File: config.mk
export PLATFORM = sky130hd
export DESIGN_NAME = ddr2dbuf_stream
export DESIGN_NICKNAME = d
export VERILOG_FILES = /design/src/rtl/ddr2dbuf_stream_pkg.sv /design/src/rtl/ddr2dbuf_stream_addr_gen.sv /design/src/rtl/ddr2dbuf_stream.sv
export SDC_FILE = /design/constraint.sdc
export NUM_CORES = 1
export LEC_CHECK = 0
export BUFFER_PORTS_ARGS = -buffer_cell sky130_fd_sc_hd__clkbuf_2
export CAP_MARGIN = 30
export CORE_MARGIN = 4
export CORE_UTILIZATION = 40
export DETAILED_ROUTE_END_ITERATION = 7
export GPL_TIMING_DRIVEN = 1
export MAX_ROUTING_LAYER = met4
export SETUP_SLACK_MARGIN = 0.3
export SLEW_MARGIN = 20
export SYNTH_ARGS = -nofsm -noshare
export SYNTH_HDL_FRONTEND = slang
export SYNTH_SLANG_ARGS = --single-unit
File: constraint.sdc
create_clock -name clk -period 2.2 [get_ports clk]
set_input_delay 0 -clock clk [delete_from_list [all_inputs] [get_ports clk]]
set_output_delay 0 -clock clk [all_outputs]
set_load 0.005 [all_outputs]
File: src/rtl/ddr2dbuf_stream_pkg.sv
// Shared parameters and types for the DDR-to-dbuf stream loader.
//   DDR_W        : width of one DDR stream word
//   bw()         : address width needed to index n entries (minimum 1)
//   dbuf_mode_e  : CONV (channel/pixel/row walk) or FC (linear fill)
//   dbuf_state_e : loader control states
package GLOBAL_PARAM;

  localparam int unsigned DDR_W = 64;

  function automatic int unsigned bw(input int unsigned n);
    return (n <= 2) ? 1 : $clog2(n);
  endfunction

  typedef enum logic {
    DBUF_CONV = 1'b0,
    DBUF_FC   = 1'b1
  } dbuf_mode_e;

  typedef enum logic [1:0] {
    ST_IDLE  = 2'd0,
    ST_RUN   = 2'd1,
    ST_DRAIN = 2'd2
  } dbuf_state_e;

endpackage

File: src/rtl/ddr2dbuf_stream_addr_gen.sv
// Channel/pixel/row walker for the dbuf loader.
// Produces the dbuf address and bank index for the word about to be accepted,
// plus a flag marking the final word of the transfer.
//   clk, rst      : clock, synchronous active-high reset
//   clear         : restart the walk from ch=pix=row=0, address 0
//   step          : advance to the next word (one per accepted stream word)
//   mode          : CONV walk or FC linear count
//   ch_num, pix_num, row_num : inclusive maxima of the three counters
//   ch_stride, row_stride    : address steps per channel / per row group
//   addr          : address of the current word
//   bank          : bank of the current word (CONV)
//   last          : current word is the final one
module ddr2dbuf_addr_gen
  import GLOBAL_PARAM::*;
#(
  parameter int unsigned CNT_W    = 8,
  parameter int unsigned ADDR_W   = 8,
  parameter int unsigned BANK_ROW = 2,
  parameter int unsigned BANK_PIX = 2,
  parameter int unsigned BANK_W   = 2
) (
  input  logic              clk,
  input  logic              rst,
  input  logic              clear,
  input  logic              step,
  input  dbuf_mode_e        mode,
  input  logic [CNT_W-1:0]  ch_num,
  input  logic [CNT_W-1:0]  pix_num,
  input  logic [CNT_W-1:0]  row_num,
  input  logic [ADDR_W-1:0] ch_stride,
  input  logic [ADDR_W-1:0] row_stride,
  output logic [ADDR_W-1:0] addr,
  output logic [BANK_W-1:0] bank,
  output logic              last
);

  localparam logic [CNT_W-1:0]  CNT_ONE  = CNT_W'(1);
  localparam logic [ADDR_W-1:0] ADDR_ONE = ADDR_W'(1);

  logic [CNT_W-1:0]  ch, pix, row;
  // row_base = (row/BANK_ROW)*row_stride, pix_base = row_base + pix/BANK_PIX;
  // addr then accumulates ch*ch_stride on top of pix_base.
  logic [ADDR_W-1:0] row_base, pix_base, addr_q;
  logic [ADDR_W-1:0] row_base_inc;
  logic              pix_grp_step, row_grp_step;

  always_comb begin
    pix_grp_step = ((32'(pix) + 32'd1) % BANK_PIX) == 32'd0;
    row_grp_step = ((32'(row) + 32'd1) % BANK_ROW) == 32'd0;
    row_base_inc = row_base + row_stride;
    addr         = addr_q;
    bank         = BANK_W'((32'(row) % BANK_ROW) * BANK_PIX + (32'(pix) % BANK_PIX));
    last         = (ch == ch_num) &&
                   ((mode == DBUF_FC) || ((pix == pix_num) && (row == row_num)));
  end

  always_ff @(posedge clk) begin
    if (rst || clear) begin
      ch       <= '0;
      pix      <= '0;
      row      <= '0;
      row_base <= '0;
      pix_base <= '0;
      addr_q   <= '0;
    end else if (step) begin
      if (mode == DBUF_FC) begin
        ch     <= ch + CNT_ONE;
        addr_q <= addr_q + ADDR_ONE;
      end else if (ch != ch_num) begin
        ch     <= ch + CNT_ONE;
        addr_q <= addr_q + ch_stride;
      end else begin
        ch <= '0;
        if (pix != pix_num) begin
          pix <= pix + CNT_ONE;
          if (pix_grp_step) begin
            pix_base <= pix_base + ADDR_ONE;
            addr_q   <= pix_base + ADDR_ONE;
          end else begin
            addr_q   <= pix_base;
          end
        end else begin
          pix <= '0;
          if (row != row_num) begin
            row <= row + CNT_ONE;
            if (row_grp_step) begin
              row_base <= row_base_inc;
              pix_base <= row_base_inc;
              addr_q   <= row_base_inc;
            end else begin
              pix_base <= row_base;
              addr_q   <= row_base;
            end
          end else begin
            row      <= '0;
            row_base <= '0;
            pix_base <= '0;
            addr_q   <= '0;
          end
        end
      end
    end
  end

endmodule

File: src/rtl/ddr2dbuf_stream.sv
// DDR-to-data-buffer loader with valid/ready backpressure.
// Accepts one DDR word per handshake and emits it, two cycles later, as a
// broadcast write with per-PE strobes (banked in CONV mode, masked in FC mode).
//   clk, rst          : clock, synchronous active-high reset
//   start / done      : launch a transfer from idle / idle-or-complete flag
//   conf_*            : transfer configuration, latched at start
//   ddr_data/valid/ready : input stream handshake
//   dbuf_wr_data/addr/en : dbuf write port (data broadcast, per-PE strobe)
module ddr2dbuf_stream
  import GLOBAL_PARAM::*;
#(
  parameter int unsigned PE_NUM    = 32,
  parameter int unsigned BANK_ROW  = 2,
  parameter int unsigned BANK_PIX  = 2,
  parameter int unsigned BUF_DEPTH = 256,
  parameter int unsigned CNT_W     = 8,
  parameter int unsigned DDR_W     = GLOBAL_PARAM::DDR_W,
  localparam int unsigned ADDR_W   = bw(BUF_DEPTH)
) (
  input  logic              clk,
  input  logic              rst,
  input  logic              start,
  output logic              done,
  input  logic              conf_mode,
  input  logic [CNT_W-1:0]  conf_ch_num,
  input  logic [CNT_W-1:0]  conf_pix_num,
  input  logic [CNT_W-1:0]  conf_row_num,
  input  logic [ADDR_W-1:0] conf_ch_stride,
  input  logic [ADDR_W-1:0] conf_row_stride,
  input  logic [PE_NUM-1:0] conf_mask,
  input  logic [DDR_W-1:0]  ddr_data,
  input  logic              ddr_valid,
  output logic              ddr_ready,
  output logic [DDR_W-1:0]  dbuf_wr_data,
  output logic [ADDR_W-1:0] dbuf_wr_addr,
  output logic [PE_NUM-1:0] dbuf_wr_en
);

  localparam int unsigned BANK_NUM = BANK_ROW * BANK_PIX;
  localparam int unsigned BANK_W   = bw(BANK_NUM);

  dbuf_state_e       state, state_nx;
  logic              load, accept;

  dbuf_mode_e        mode_q;
  logic [CNT_W-1:0]  ch_num_q, pix_num_q, row_num_q;
  logic [ADDR_W-1:0] ch_stride_q, row_stride_q;
  logic [PE_NUM-1:0] mask_q;

  logic [ADDR_W-1:0] ag_addr;
  logic [BANK_W-1:0] ag_bank;
  logic              ag_last;

  logic [PE_NUM-1:0] strobe;

  logic              s1_valid;
  logic [DDR_W-1:0]  s1_data;
  logic [ADDR_W-1:0] s1_addr;
  logic [PE_NUM-1:0] s1_en;

  // ---------------- control ----------------
  always_comb begin
    state_nx  = state;
    load      = 1'b0;
    ddr_ready = (state == ST_RUN);
    done      = (state == ST_IDLE);
    accept    = ddr_valid && (state == ST_RUN);
    case (state)
      ST_IDLE: begin
        if (start) begin
          load     = 1'b1;
          state_nx = ST_RUN;
        end
      end
      ST_RUN: begin
        if (accept && ag_last) state_nx = ST_DRAIN;
      end
      ST_DRAIN: begin
        // Once stage 1 is empty the final word is on the outputs this cycle.
        if (!s1_valid) state_nx = ST_IDLE;
      end
      default: state_nx = ST_IDLE;
    endcase
  end

  always_ff @(posedge clk) begin
    if (rst) state <= ST_IDLE;
    else     state <= state_nx;
  end

  always_ff @(posedge clk) begin
    if (rst) begin
      mode_q       <= DBUF_CONV;
      ch_num_q     <= '0;
      pix_num_q    <= '0;
      row_num_q    <= '0;
      ch_stride_q  <= '0;
      row_stride_q <= '0;
      mask_q       <= '0;
    end else if (load) begin
      mode_q       <= conf_mode ? DBUF_FC : DBUF_CONV;
      ch_num_q     <= conf_ch_num;
      pix_num_q    <= conf_pix_num;
      row_num_q    <= conf_row_num;
      ch_stride_q  <= conf_ch_stride;
      row_stride_q <= conf_row_stride;
      mask_q       <= conf_mask;
    end
  end

  // ---------------- address walk ----------------
  ddr2dbuf_addr_gen #(
    .CNT_W    (CNT_W),
    .ADDR_W   (ADDR_W),
    .BANK_ROW (BANK_ROW),
    .BANK_PIX (BANK_PIX),
    .BANK_W   (BANK_W)
  ) u_addr_gen (
    .clk        (clk),
    .rst        (rst),
    .clear      (load),
    .step       (accept),
    .mode       (mode_q),
    .ch_num     (ch_num_q),
    .pix_num    (pix_num_q),
    .row_num    (row_num_q),
    .ch_stride  (ch_stride_q),
    .row_stride (row_stride_q),
    .addr       (ag_addr),
    .bank       (ag_bank),
    .last       (ag_last)
  );

  // PE p belongs to bank p % BANK_NUM, i.e. the one-hot bank pattern repeated.
  always_comb begin
    strobe = '0;
    for (int unsigned p = 0; p < PE_NUM; p++) begin
      strobe[p] = (mode_q == DBUF_FC) || ((p % BANK_NUM) == 32'(ag_bank));
    end
    strobe = strobe & mask_q;
  end

  // ---------------- 2-stage write pipeline ----------------
  always_ff @(posedge clk) begin
    if (rst) begin
      s1_valid <= 1'b0;
      s1_data  <= '0;
      s1_addr  <= '0;
      s1_en    <= '0;
    end else begin
      s1_valid <= accept;
      if (accept) begin
        s1_data <= ddr_data;
        s1_addr <= ag_addr;
        s1_en   <= strobe;
      end
    end
  end

  always_ff @(posedge clk) begin
    if (rst) begin
      dbuf_wr_data <= '0;
      dbuf_wr_addr <= '0;
      dbuf_wr_en   <= '0;
    end else begin
      dbuf_wr_en <= s1_valid ? s1_en : '0;
      if (s1_valid) begin
        dbuf_wr_data <= s1_data;
        dbuf_wr_addr <= s1_addr;
      end
    end
  end

endmodule

==> results.yml <==
run_status:
  status: "finished, final reports clean"
placed_design:
  dpl_worst_slack_ns: -0.0741
  dp_hpwl_um: 22500
  placed_cell_area_um2: 14700
  numPortBuffers: 246
  globalplace.congestion: 0.848
critical_path:
  crit_slowest_cell: "dfxtp_2"
  worst_ep_arrival_time_ns: 2.53
  slowest_delay_ns: 0.33
  path_class: "register to register"
  r2r_setup_slack_ns: 0.07
  r2r-end: "u_addr_gen.pix_base[6]"
  path_cells: "ha_4 > inv_2 > fa_2 > nor2b_2 > o31a_1 > or2_4 > and4b_1 > o31a_1 > o21ai_1 > a21oi_1"
  cp-start-kind: "register"
  cp_num_buf_inv: 1
  required_ns: 2.60
  crit_fanout: 3
  cp_top_family: "compound AO/OA/AOI/OAI gates"
  critPathCaptureType: "register"
  cpMostUsedCell: "o31a_1"
  r2r_cells: 10
  timing.rr.start: "u_addr_gen.row_base[0]"
  startpoint: "u_addr_gen.row_base[0]"
global_routing:
  globalRouteTotalUtil_pct: 20.2
  first_global_vias: 11462
  grt-ovfl-total: 0
  grt_first_pass_wirelength_um: 58300
  antenna_found_initial: 2
  grt_max_degree: 196
drt:
  drc: 0
  wirelength_um: 36600
  vias_per_cell: 5.00
  vias: 11592
  drt_iter0_drc: 590
  drt-pass1-iter-count: 5
  ant_nets: 0
  wl_per_cell_um: 15.8
sta:
  min_period_over_period_pct: 96.8
  final-hold-violation-count: 0
  slew-limit-headroom_pct: 37.1
  drv_slew: 0
  fin_skew_ns: 0.0184
  period_needed_ns: 2.13
  fmax_mhz: 469
  finalSetupViolations: 0
  worst_pin_slew_ns: 0.943
  grt_setup_unrepaired: "yes"
  fin_ws_ns: 0.0697
floorplanning:
  die_w_um: 188
  core_um2: 31700
  io_pins: 247
  die_y_um: 188
  initial_utilization_pct: 40.7
  die-area_um2: 35200
  num_rows: 65
yosys:
  syn_avg_cell_area_um2: 8.71
  synth_area_leaders: "dfxtp_1 (52%), nand2_1 (9.2%), a21oi_1 (7.0%), mux2i_1 (6.3%), nor2_1 (4.8%)"
  yosys.area.top_type_share_pct: 51.5
  synth_cells: 1480
  ys_seq_area_share_pct: 51.5
  yosysWarnings: 0
  synth_seq_cells: 332
  syn-num-nets: 1642
  synth_cell_types: 61
  synth_area_leader_cell: "dfxtp_1"
  synth_area_um2: 12900
  ys.flop_type: "dfxtp_1"
  synthArstFlopShare_pct: 0
  synth_edf_count: 0
power_and_ir_drop:
  cellPowerDensity_nw_per_um2: 750
  vdd.ir_drop.worst_v: 0.000610
  total_power_w: 0.0136
  power_leakage_nw: 7.29
hold_path:
  holdCritPathClass: "input port to register"
  min_from: "start"
  hold_end: "u_addr_gen.addr[2]"
  worstHoldPathCells: 4
final_layout:
  final_cell_mix: "nand2_1 (314), dfxtp_1 (305), clkbuf_2 (245)"
  final_util_pct: 57.2
  drive_gt1_share_pct: 25.7
  area_growth_pct: 40.7
  nets: 2052
  final_common_cell: "nand2_1"
  fin_area_um2: 18100
clock_tree:
  clkLatencyLatePin_ns: 0.52
  cts_root_buf: "clkbuf_16"
  cts_num_sinks: 332
  tritoncts: "done"
  path_clk_slew_ns: 0.06
  clk_path_buf_depth: 3
  htree_num_levels: 2
  numCtsBuffers: 37
run:
  maxCapViolations: 0
[cell families after synthesis]
family                   after synthesis  synth area share (%)
AO/OA/AOI/OAI                        276                  12.3
XOR/XNOR                              57                  3.87
adder cells (fa/ha/maj)               21                  2.15
buffers and inverters                104                  3.15
flip-flops                           332                  51.5
multiplexers                          83                  6.46
AND/OR/NAND/NOR                      607                  20.5
[how the worst max path moves through the flow]
stage / end / slack (ns) / cells past startpoint
floorplan: u_addr_gen.pix_base[6] / 0.22 / 8
global placement: u_addr_gen.addr[7] / -0.04 / 8
detailed placement: u_addr_gen.addr[7] / -0.07 / 8
CTS: u_addr_gen.pix_base[6] / 0.06 / 10
global route: u_addr_gen.pix_base[6] / -0.05 / 10
finish: u_addr_gen.pix_base[6] / 0.07 / 10
[Yosys cell counts, types with 2 or more instances]
| cell | count |
|---|---|
| and3_1 | 3 |
| fa_1 | 2 |
| o21ai_1 | 2 |
| o31ai_1 | 3 |
| nor4_4 | 2 |
| xnor2_1 | 25 |
| a22oi_1 | 35 |
| nor3b_1 | 3 |
| xor2_1 | 32 |
| and2_1 | 36 |
| clkbuf_1 | 68 |
| nor2b_1 | 10 |
| buf_1 | 12 |
| a21o_1 | 2 |
| and4_1 | 2 |
| o21a_1 | 3 |
| a32oi_1 | 8 |
| dfxtp_1 | 332 |
| nor2_1 | 165 |
| ha_1 | 19 |
| or2_2 | 2 |
| o2111ai_1 | 2 |
| a211oi_1 | 3 |
| mux2_2 | 2 |
| o31a_1 | 3 |
| nor3_1 | 14 |
| o41ai_1 | 2 |
| nand2_1 | 317 |
| mux2i_1 | 81 |
| o21ai_0 | 21 |
| or3_1 | 3 |
| nor2_2 | 2 |
| buf_2 | 9 |
| inv_1 | 13 |
| nand2b_1 | 2 |
| nand3b_1 | 3 |
| nand4_1 | 13 |
| a21oi_1 | 180 |
| o211ai_1 | 4 |
| o22ai_1 | 2 |
| or2_1 | 2 |
| nor4_1 | 3 |
| nand3_1 | 15 |
[metal layers]
| layer | share of wire, % | wire [µm] | global-route usage (%) |
|---|---|---|---|
| met1 | 43 | 15800 | 24.5 |
| met2 | 49 | 17800 | 33.8 |
| met3 | 4.3 | 1570 | 3.18 |
| met4 | 4.1 | 1500 | 8.02 |
| met5 | 0 | 0 | - |
[metrics by stage]
step                      hold slack (ns)  TNS, ns  std cells
final                              0.0853        0       2319
after floorplan                     0.136        0       1480
after detailed placement            0.229  -0.0741       2080
after CTS                          0.0566        0       2298
after global placement              0.223  -0.0407       2080
after global routing                0.107   -0.108       2319
[worst reg2reg max path: stages, from the launching register on]
cell and delay, ns:
dfxtp_2 0.33, ha_4 0.17, inv_2 0.06, fa_2 0.21
nor2b_2 0.06, o31a_1 0.25, or2_4 0.27, and4b_1 0.18
o31a_1 0.30, o21ai_1 0.13, a21oi_1 0.08
[power breakdown]
group          internal (W)  switching (W)  leakage (nW)
sequential          0.00616      0.0000977          2.71
combinational      0.000676       0.000775          4.02
clock               0.00349        0.00241         0.565
total                0.0103        0.00328          7.29
[sequential cells by signal (all words and copies together), names as in the netlist, 32 cells and up]
signal	cells
s1_en	32
dbuf_wr_data	64
dbuf_wr_en	32
mask_q	32
s1_data	64
[cell type report]
| cell class | instances | area [µm²] |
|---|---|---|
| diodes | 2 | 5.00 |
| flip-flops and latches | 332 | 6700 |
| well taps | 402 | 503 |
| repair buffers | 461 | 3370 |
| clock buffers | 51 | 1020 |
| clock inverters | 13 | 130 |
| fillers | 2783 | 13600 |
| multi-input cells | 1045 | 6380 |
| inverters | 13 | 48.8 |
[timing repair]
item                                    4_1_cts  5_1_grt
hold buffers                                138        0
gates cloned                                  1        1
resized for setup                            48      100
endpoints found under the setup margin       33       66
hold endpoints to repair                    140        0
pin swaps                                    25       56
buffers inserted                             15       18
No activity file was read; power rests on OpenSTA's default activity.
